--- config.mk ---
export PLATFORM = sky130hd
export DESIGN_NAME = light_display_flat
export DESIGN_NICKNAME = d
export VERILOG_FILES = /design/src/rtl/light_display_if.sv /design/src/rtl/light_display.sv /design/src/flat_wrapper.sv
export SDC_FILE = /design/constraint.sdc
export NUM_CORES = 1
export LEC_CHECK = 0
export ABC_CLOCK_PERIOD_IN_PS = 2550
export CORE_MARGIN = 3
export CORE_UTILIZATION = 33
export CTS_BUF_LIST = sky130_fd_sc_hd__clkbuf_4 sky130_fd_sc_hd__clkbuf_8
export DETAILED_ROUTE_END_ITERATION = 16
export DONT_BUFFER_PORTS = 1
export PLACE_DENSITY = 0.44
export SETUP_SLACK_MARGIN = 0.2
export SLEW_MARGIN = 30
export SYNTH_ARGS = -nofsm -noshare
export SYNTH_HDL_FRONTEND = slang
export SYNTH_SLANG_ARGS = --single-unit
--- constraint.sdc ---
create_clock -name clk -period 2.55 [get_ports clk]
set_input_delay 0.3825 -clock clk [delete_from_list [all_inputs] [get_ports clk]]
set_output_delay 0.3825 -clock clk [all_outputs]
set_load 0.1 [all_outputs]
--- src/rtl/light_display_if.sv ---
// Sensor-to-display link: the 8-bit light sample handshake plus the 7-segment drive lines.
// master = sample producer / board pins side, slave = light_display.
interface light_display_if;
    logic [7:0] sample;
    logic       sample_valid;
    logic       busy;
    logic [6:0] seg;
    logic [3:0] an;
    logic       dp;

    modport master (
        output sample, sample_valid,
        input  busy, seg, an, dp
    );

    modport slave (
        input  sample, sample_valid,
        output busy, seg, an, dp
    );
endinterface

--- src/rtl/light_display.sv ---
// Light sample -> 3-digit decimal (sequential double-dabble) -> multiplexed 4-digit 7-segment scan.
// Optional build macro LEADING_ZERO_BLANK_EN blanks leading zero hundreds/tens digits.
module light_display #(
    parameter int REFRESH_COUNT = 10000
) (
    input  logic             clk,
    input  logic             reset,
    light_display_if.slave   bus
);
    localparam int CNT_W = (REFRESH_COUNT > 2) ? $clog2(REFRESH_COUNT) : 1;
    localparam logic [CNT_W-1:0] CNT_LAST = CNT_W'(REFRESH_COUNT - 1);

    typedef enum logic [1:0] {
        IDLE   = 2'd0,
        SHIFT  = 2'd1,
        COMMIT = 2'd2
    } state_t;

    state_t      state_reg, state_next;
    logic [2:0]  shift_cnt_reg;
    logic [7:0]  bin_reg;
    logic [11:0] bcd_reg;
    logic [11:0] bcd_adj;
    logic [19:0] shifted;
    logic [11:0] digits_reg;   // {hundreds, tens, ones}, only written at COMMIT

    always_ff @(posedge clk or posedge reset) begin
        if (reset) state_reg <= IDLE;
        else       state_reg <= state_next;
    end

    always_comb begin
        state_next = state_reg;
        case (state_reg)
            IDLE:    if (bus.sample_valid) state_next = SHIFT;
            SHIFT:   if (shift_cnt_reg == 3'd7) state_next = COMMIT;
            COMMIT:  state_next = IDLE;
            default: state_next = IDLE;
        endcase
    end

    assign bus.busy = (state_reg != IDLE);

    genvar gi;
    generate
        for (gi = 0; gi < 3; gi++) begin : g_add3
            assign bcd_adj[gi*4 +: 4] = (bcd_reg[gi*4 +: 4] >= 4'd5) ?
                                        bcd_reg[gi*4 +: 4] + 4'd3 : bcd_reg[gi*4 +: 4];
        end
    endgenerate

    assign shifted = {bcd_adj, bin_reg} << 1;

    always_ff @(posedge clk or posedge reset) begin
        if (reset) begin
            bin_reg       <= '0;
            bcd_reg       <= '0;
            shift_cnt_reg <= '0;
            digits_reg    <= '0;
        end else begin
            case (state_reg)
                IDLE: begin
                    if (bus.sample_valid) begin
                        bin_reg       <= bus.sample;
                        bcd_reg       <= '0;
                        shift_cnt_reg <= '0;
                    end
                end
                SHIFT: begin
                    {bcd_reg, bin_reg} <= shifted;
                    shift_cnt_reg      <= shift_cnt_reg + 3'd1;
                end
                COMMIT:  digits_reg <= bcd_reg;
                default: ;
            endcase
        end
    end

    function automatic logic [6:0] seg_decode(input logic [3:0] d);
        case (d)
            4'd0:    seg_decode = 7'b1000000;
            4'd1:    seg_decode = 7'b1111001;
            4'd2:    seg_decode = 7'b0100100;
            4'd3:    seg_decode = 7'b0110000;
            4'd4:    seg_decode = 7'b0011001;
            4'd5:    seg_decode = 7'b0010010;
            4'd6:    seg_decode = 7'b0000010;
            4'd7:    seg_decode = 7'b1111000;
            4'd8:    seg_decode = 7'b0000000;
            4'd9:    seg_decode = 7'b0010000;
            default: seg_decode = 7'b1111111;
        endcase
    endfunction

    logic [CNT_W-1:0] refresh_cnt_reg;
    logic [1:0]       sel_reg;
    logic [3:0]       an_reg, an_next;
    logic [6:0]       seg_reg, seg_next;
    logic [3:0]       slot_digit;
    logic             slot_blank;
    logic             wrap;

    assign wrap = (refresh_cnt_reg == CNT_LAST);

    always_comb begin
        slot_digit = 4'd0;
        slot_blank = 1'b0;
        case (sel_reg)
            2'd0:    slot_digit = digits_reg[3:0];
            2'd1:    slot_digit = digits_reg[7:4];
            2'd2:    slot_digit = digits_reg[11:8];
            default: slot_blank = 1'b1;
        endcase
`ifdef LEADING_ZERO_BLANK_EN
        if (sel_reg == 2'd2 && digits_reg[11:8] == 4'd0) slot_blank = 1'b1;
        if (sel_reg == 2'd1 && digits_reg[11:4] == 8'd0) slot_blank = 1'b1;
`endif
        an_next  = ~(4'b0001 << sel_reg);
        seg_next = slot_blank ? 7'b1111111 : seg_decode(slot_digit);
    end

    // Slot shown at a wrap is the one selected before the wrap, so ones appears first.
    always_ff @(posedge clk or posedge reset) begin
        if (reset) begin
            refresh_cnt_reg <= '0;
            sel_reg         <= 2'd0;
            an_reg          <= 4'b1111;
            seg_reg         <= 7'b1111111;
        end else if (wrap) begin
            refresh_cnt_reg <= '0;
            sel_reg         <= sel_reg + 2'd1;
            an_reg          <= an_next;
            seg_reg         <= seg_next;
        end else begin
            refresh_cnt_reg <= refresh_cnt_reg + 1'b1;
        end
    end

    assign bus.an  = an_reg;
    assign bus.seg = seg_reg;
    assign bus.dp  = 1'b1;
endmodule
--- src/flat_wrapper.sv ---
// flat-port wrapper written by rule: the top's interface ports become plain ports
module light_display_flat 
#(
    parameter int REFRESH_COUNT = 10000
)
  (clk, reset, bus_sample, bus_sample_valid, bus_busy, bus_seg, bus_an, bus_dp);
  light_display_if bus_i ();
  input  logic clk;
  input  logic reset;
  input wire logic [$bits(bus_i.sample)-1:0] bus_sample;
  input wire logic [$bits(bus_i.sample_valid)-1:0] bus_sample_valid;
  output wire logic [$bits(bus_i.busy)-1:0] bus_busy;
  output wire logic [$bits(bus_i.seg)-1:0] bus_seg;
  output wire logic [$bits(bus_i.an)-1:0] bus_an;
  output wire logic [$bits(bus_i.dp)-1:0] bus_dp;
  assign bus_i.sample = bus_sample;
  assign bus_i.sample_valid = bus_sample_valid;
  assign bus_busy = bus_i.busy;
  assign bus_seg = bus_i.seg;
  assign bus_an = bus_i.an;
  assign bus_dp = bus_i.dp;
  light_display #(.REFRESH_COUNT(REFRESH_COUNT)) u_core (.clk(clk), .reset(reset), .bus(bus_i));
endmodule
==> flow_metrics.env <==
export IMPL_outcome="finished, final reports clean"
export IMPL_stdcell_area_mm2=0.003580
export IMPL_vias=2166
export IMPL_synth_seq_cells=64
export IMPL_drive_gt1_share_pct=16.61
export IMPL_drt_pass1_iter_count=4
export IMPL_root_buffer="clkbuf_8"
export IMPL_min_period_ns=2.201
export IMPL_area_delta_synth_final_pct=12.37
export IMPL_ys_seq_area_share_pct=50.71
export IMPL_ys_types=39
export IMPL_cp_start_kind="register"
export IMPL_most_common_layout_cells="53 x dfrtp_1, 31 x nand2_1, 30 x o21ai_0"
export IMPL_drv_cap=0
export IMPL_powerDensity_mw_per_mm2=948.9
export IMPL_grt_pass1_wl_um=10810
export IMPL_synth_avg_cell_area_um2=10.38
export IMPL_synthArstFlopShare_pct=100.0
export IMPL_dpl_cell_area_mm2=0.003353
export IMPL_core_area_mm2=0.009328
export IMPL_fmax_ghz=0.4544
export IMPL_drt_iter0_markers=130
export IMPL_first_global_vias=2174
export IMPL_synthAdderAreaFrac_pct=7.463
export IMPL_synth_xor_area_share_pct=4.399
export IMPL_power_leakage_nw=1.647
export IMPL_die_area_mm2=0.01087
export IMPL_drc=0
export IMPL_synth_top_family_by_area="simple AND/OR/NAND/NOR gates"
export IMPL_initial_core_util_pct=34.15
export IMPL_arrival_ns=2.46
export IMPL_required_ns=2.81
export IMPL_hold_viol=0
export IMPL_grt_max_degree=65
export IMPL_cts_made_buffers=9
export IMPL_fin_nets=344
export IMPL_critPathBufInv=3
export IMPL_antenna_found_initial=0
export IMPL_cts_buffer_depth=2
export IMPL_post_dp_hpwl_um=4326
export IMPL_setup_tns_ns=0
export IMPL_drv_slew=0
export IMPL_clock_latency_ns=0.34
export IMPL_totalPowerFinal_w=0.003397
export IMPL_synth_simple_area_share_pct=15.91
export IMPL_cts_tree="done"
export IMPL_top_usage_layer="met2"
export IMPL_clk_pin_slew_ns=0.07
export IMPL_ir_drop_v=0.0004129
export IMPL_rows=35
export IMPL_setup_viol=0
export IMPL_clkSinkCount=64
export IMPL_ant_nets=0
export IMPL_largest_reg_flops=14
export IMPL_pin_count=24
export IMPL_ys_warnings_count=0
export IMPL_synth_compound_area_share_pct=13.12
export IMPL_synth_cells=307
export IMPL_rsz0062_at_grt="false"
export IMPL_antenna_cells=0
export IMPL_critical_path_top_delay_family="compound AO/OA/AOI/OAI gates"
export IMPL_synth_edf_count=0
export IMPL_detail_route_wl_per_cell_um=14.02
export IMPL_grtUsageMet1_pct=17.04
export IMPL_syn_area_mm2=0.003186
export IMPL_fin_crit_sh_pct=86.30
export IMPL_tightestPinTransition_ns=0.5260
export IMPL_die_h_um=104.3
export IMPL_placed_cells=430
export IMPL_cp_cell_sequence="inv_1, ha_1, a222oi_1, buf_4, or2_4, inv_1, ha_1, a21bo_2, a21oi_1, a21oi_1"
export IMPL_relSlewSlack_pct=64.94
export IMPL_holdCritPathClass="in -> reg"
export IMPL_path_class="reg -> reg"
export IMPL_whs_ns=0.1790
export IMPL_setup_worst_path_end_class="register"
export IMPL_muxShareOfSynthArea_pct=4.085
export IMPL_gr_total_overflow=0
export IMPL_numPortBuffers=0
export IMPL_viasPerCell=4.835
export IMPL_crit_fanout=5
export IMPL_crit_slowest_cell="dfrtp_1"
export IMPL_route_final_wire_length_um=6283
export IMPL_syn_nets=337
export IMPL_htree_levels=3
export IMPL_final_cells=448
export IMPL_layout_commonest_cell="dfrtp_1"
export IMPL_track_usage_pct=12.39
export IMPL_dieWidth_um=104.3
export IMPL_gp_congestion=0.7572
export IMPL_synth_ff_type="dfrtp_1"
export IMPL_cpPeakStageDelay_ns=0.42
export IMPL_grt_use_met3_pct=4.221
export IMPL_finClkSkew_ns=0.01162
export IMPL_grt_use_met2_pct=17.73
[layer usage]
metal | part of all wire (%) | up-vias
met5 | 0 | -
met4 | 1.5 | 0
met3 | 4.4 | 11
met2 | 43 | 41
met1 | 51 | 1038
li1 | - | 1076
[repair_timing]
item | 4_1_cts | 5_1_grt
gates resized for setup | 0 | 1
endpoints found under the hold margin | 13 | 0
setup endpoints to repair | 0 | 2
hold buffers | 1 | 0
setup buffers | 0 | 1
[cells by family (layout without fill, tap and decap cells)]
logic type / after synthesis / in the layout
buf+inv: 29 / 41
mux: 12 / 12
flops: 64 / 64
other cells: 1 / 1
xor+xnor: 16 / 16
simple gates: 96 / 96
fa+ha+maj: 19 / 19
compound gates: 70 / 70
[final timing paths]
kind | start | endpoint | slack, ns | cells past startpoint
min | bus_sample[0] | u_core.bin_reg[0] | 0.18 | 2
min reg2reg | u_core.bin_reg[0] | u_core.bin_reg[0] | 0.48 | 2
max reg2reg | u_core.sel_reg[0] | u_core.bus.seg[3] | 0.35 | 10
max in group asynchronous | reset | u_core.bus.seg[3] | 1.65 | 3
max | u_core.sel_reg[0] | u_core.bus.seg[3] | 0.35 | 10
min in group asynchronous | reset | u_core.bcd_reg[9] | 0.57 | 3
[Yosys cell counts (all sizes together) (3+ instances only)]
library cell / n / share of area, %
a22o: 8 / 2.2
nor3b: 4 / 1.1
mux2i: 4 / 1.3
xor2: 6 / 1.6
nand2: 31 / 3.7
dfstp: 11 / 9.1
mux2: 8 / 2.8
nor2: 19 / 2.2
nand3: 8 / 1.3
nor3: 3 / 0.47
a222oi: 4 / 1.3
inv: 12 / 1.4
a21oi: 24 / 3.9
ha: 19 / 7.5
and3b: 7 / 1.9
and4: 4 / 1.1
clkbuf: 6 / 0.71
nand2b: 5 / 0.98
o21ai: 30 / 4.7
dfrtp: 53 / 42
xnor2: 10 / 2.7
nand4: 5 / 0.98
buf: 11 / 2.1
[power breakdown]
part           internal (W)  leakage [nW]  switching, W
Clock              0.000524         0.110      0.000384
Combinational      0.000493         0.733      0.000571
Sequential          0.00124         0.804      0.000185
Total               0.00226          1.65       0.00114
[through the flow]
stage                     worst slack, ns  utilization [%]
after floorplan                    0.5623                -
after global placement             0.4807            35.95
after detailed placement           0.3766            35.95
after CTS                          0.3434            38.27
after global routing               0.2007            38.38
final                              0.3494            38.38
[area by class of cell]
class	instances	area [um^2]
clock buffers	13	166.4
clock inverters	3	40.04
fillers	951	5748
inverters	12	45.04
multi-input cells	214	1439
flip-flops and latches	64	1615
well taps	129	161.4
repair buffers	13	112.6
Note: power is estimated with default switching activity, not from simulation.
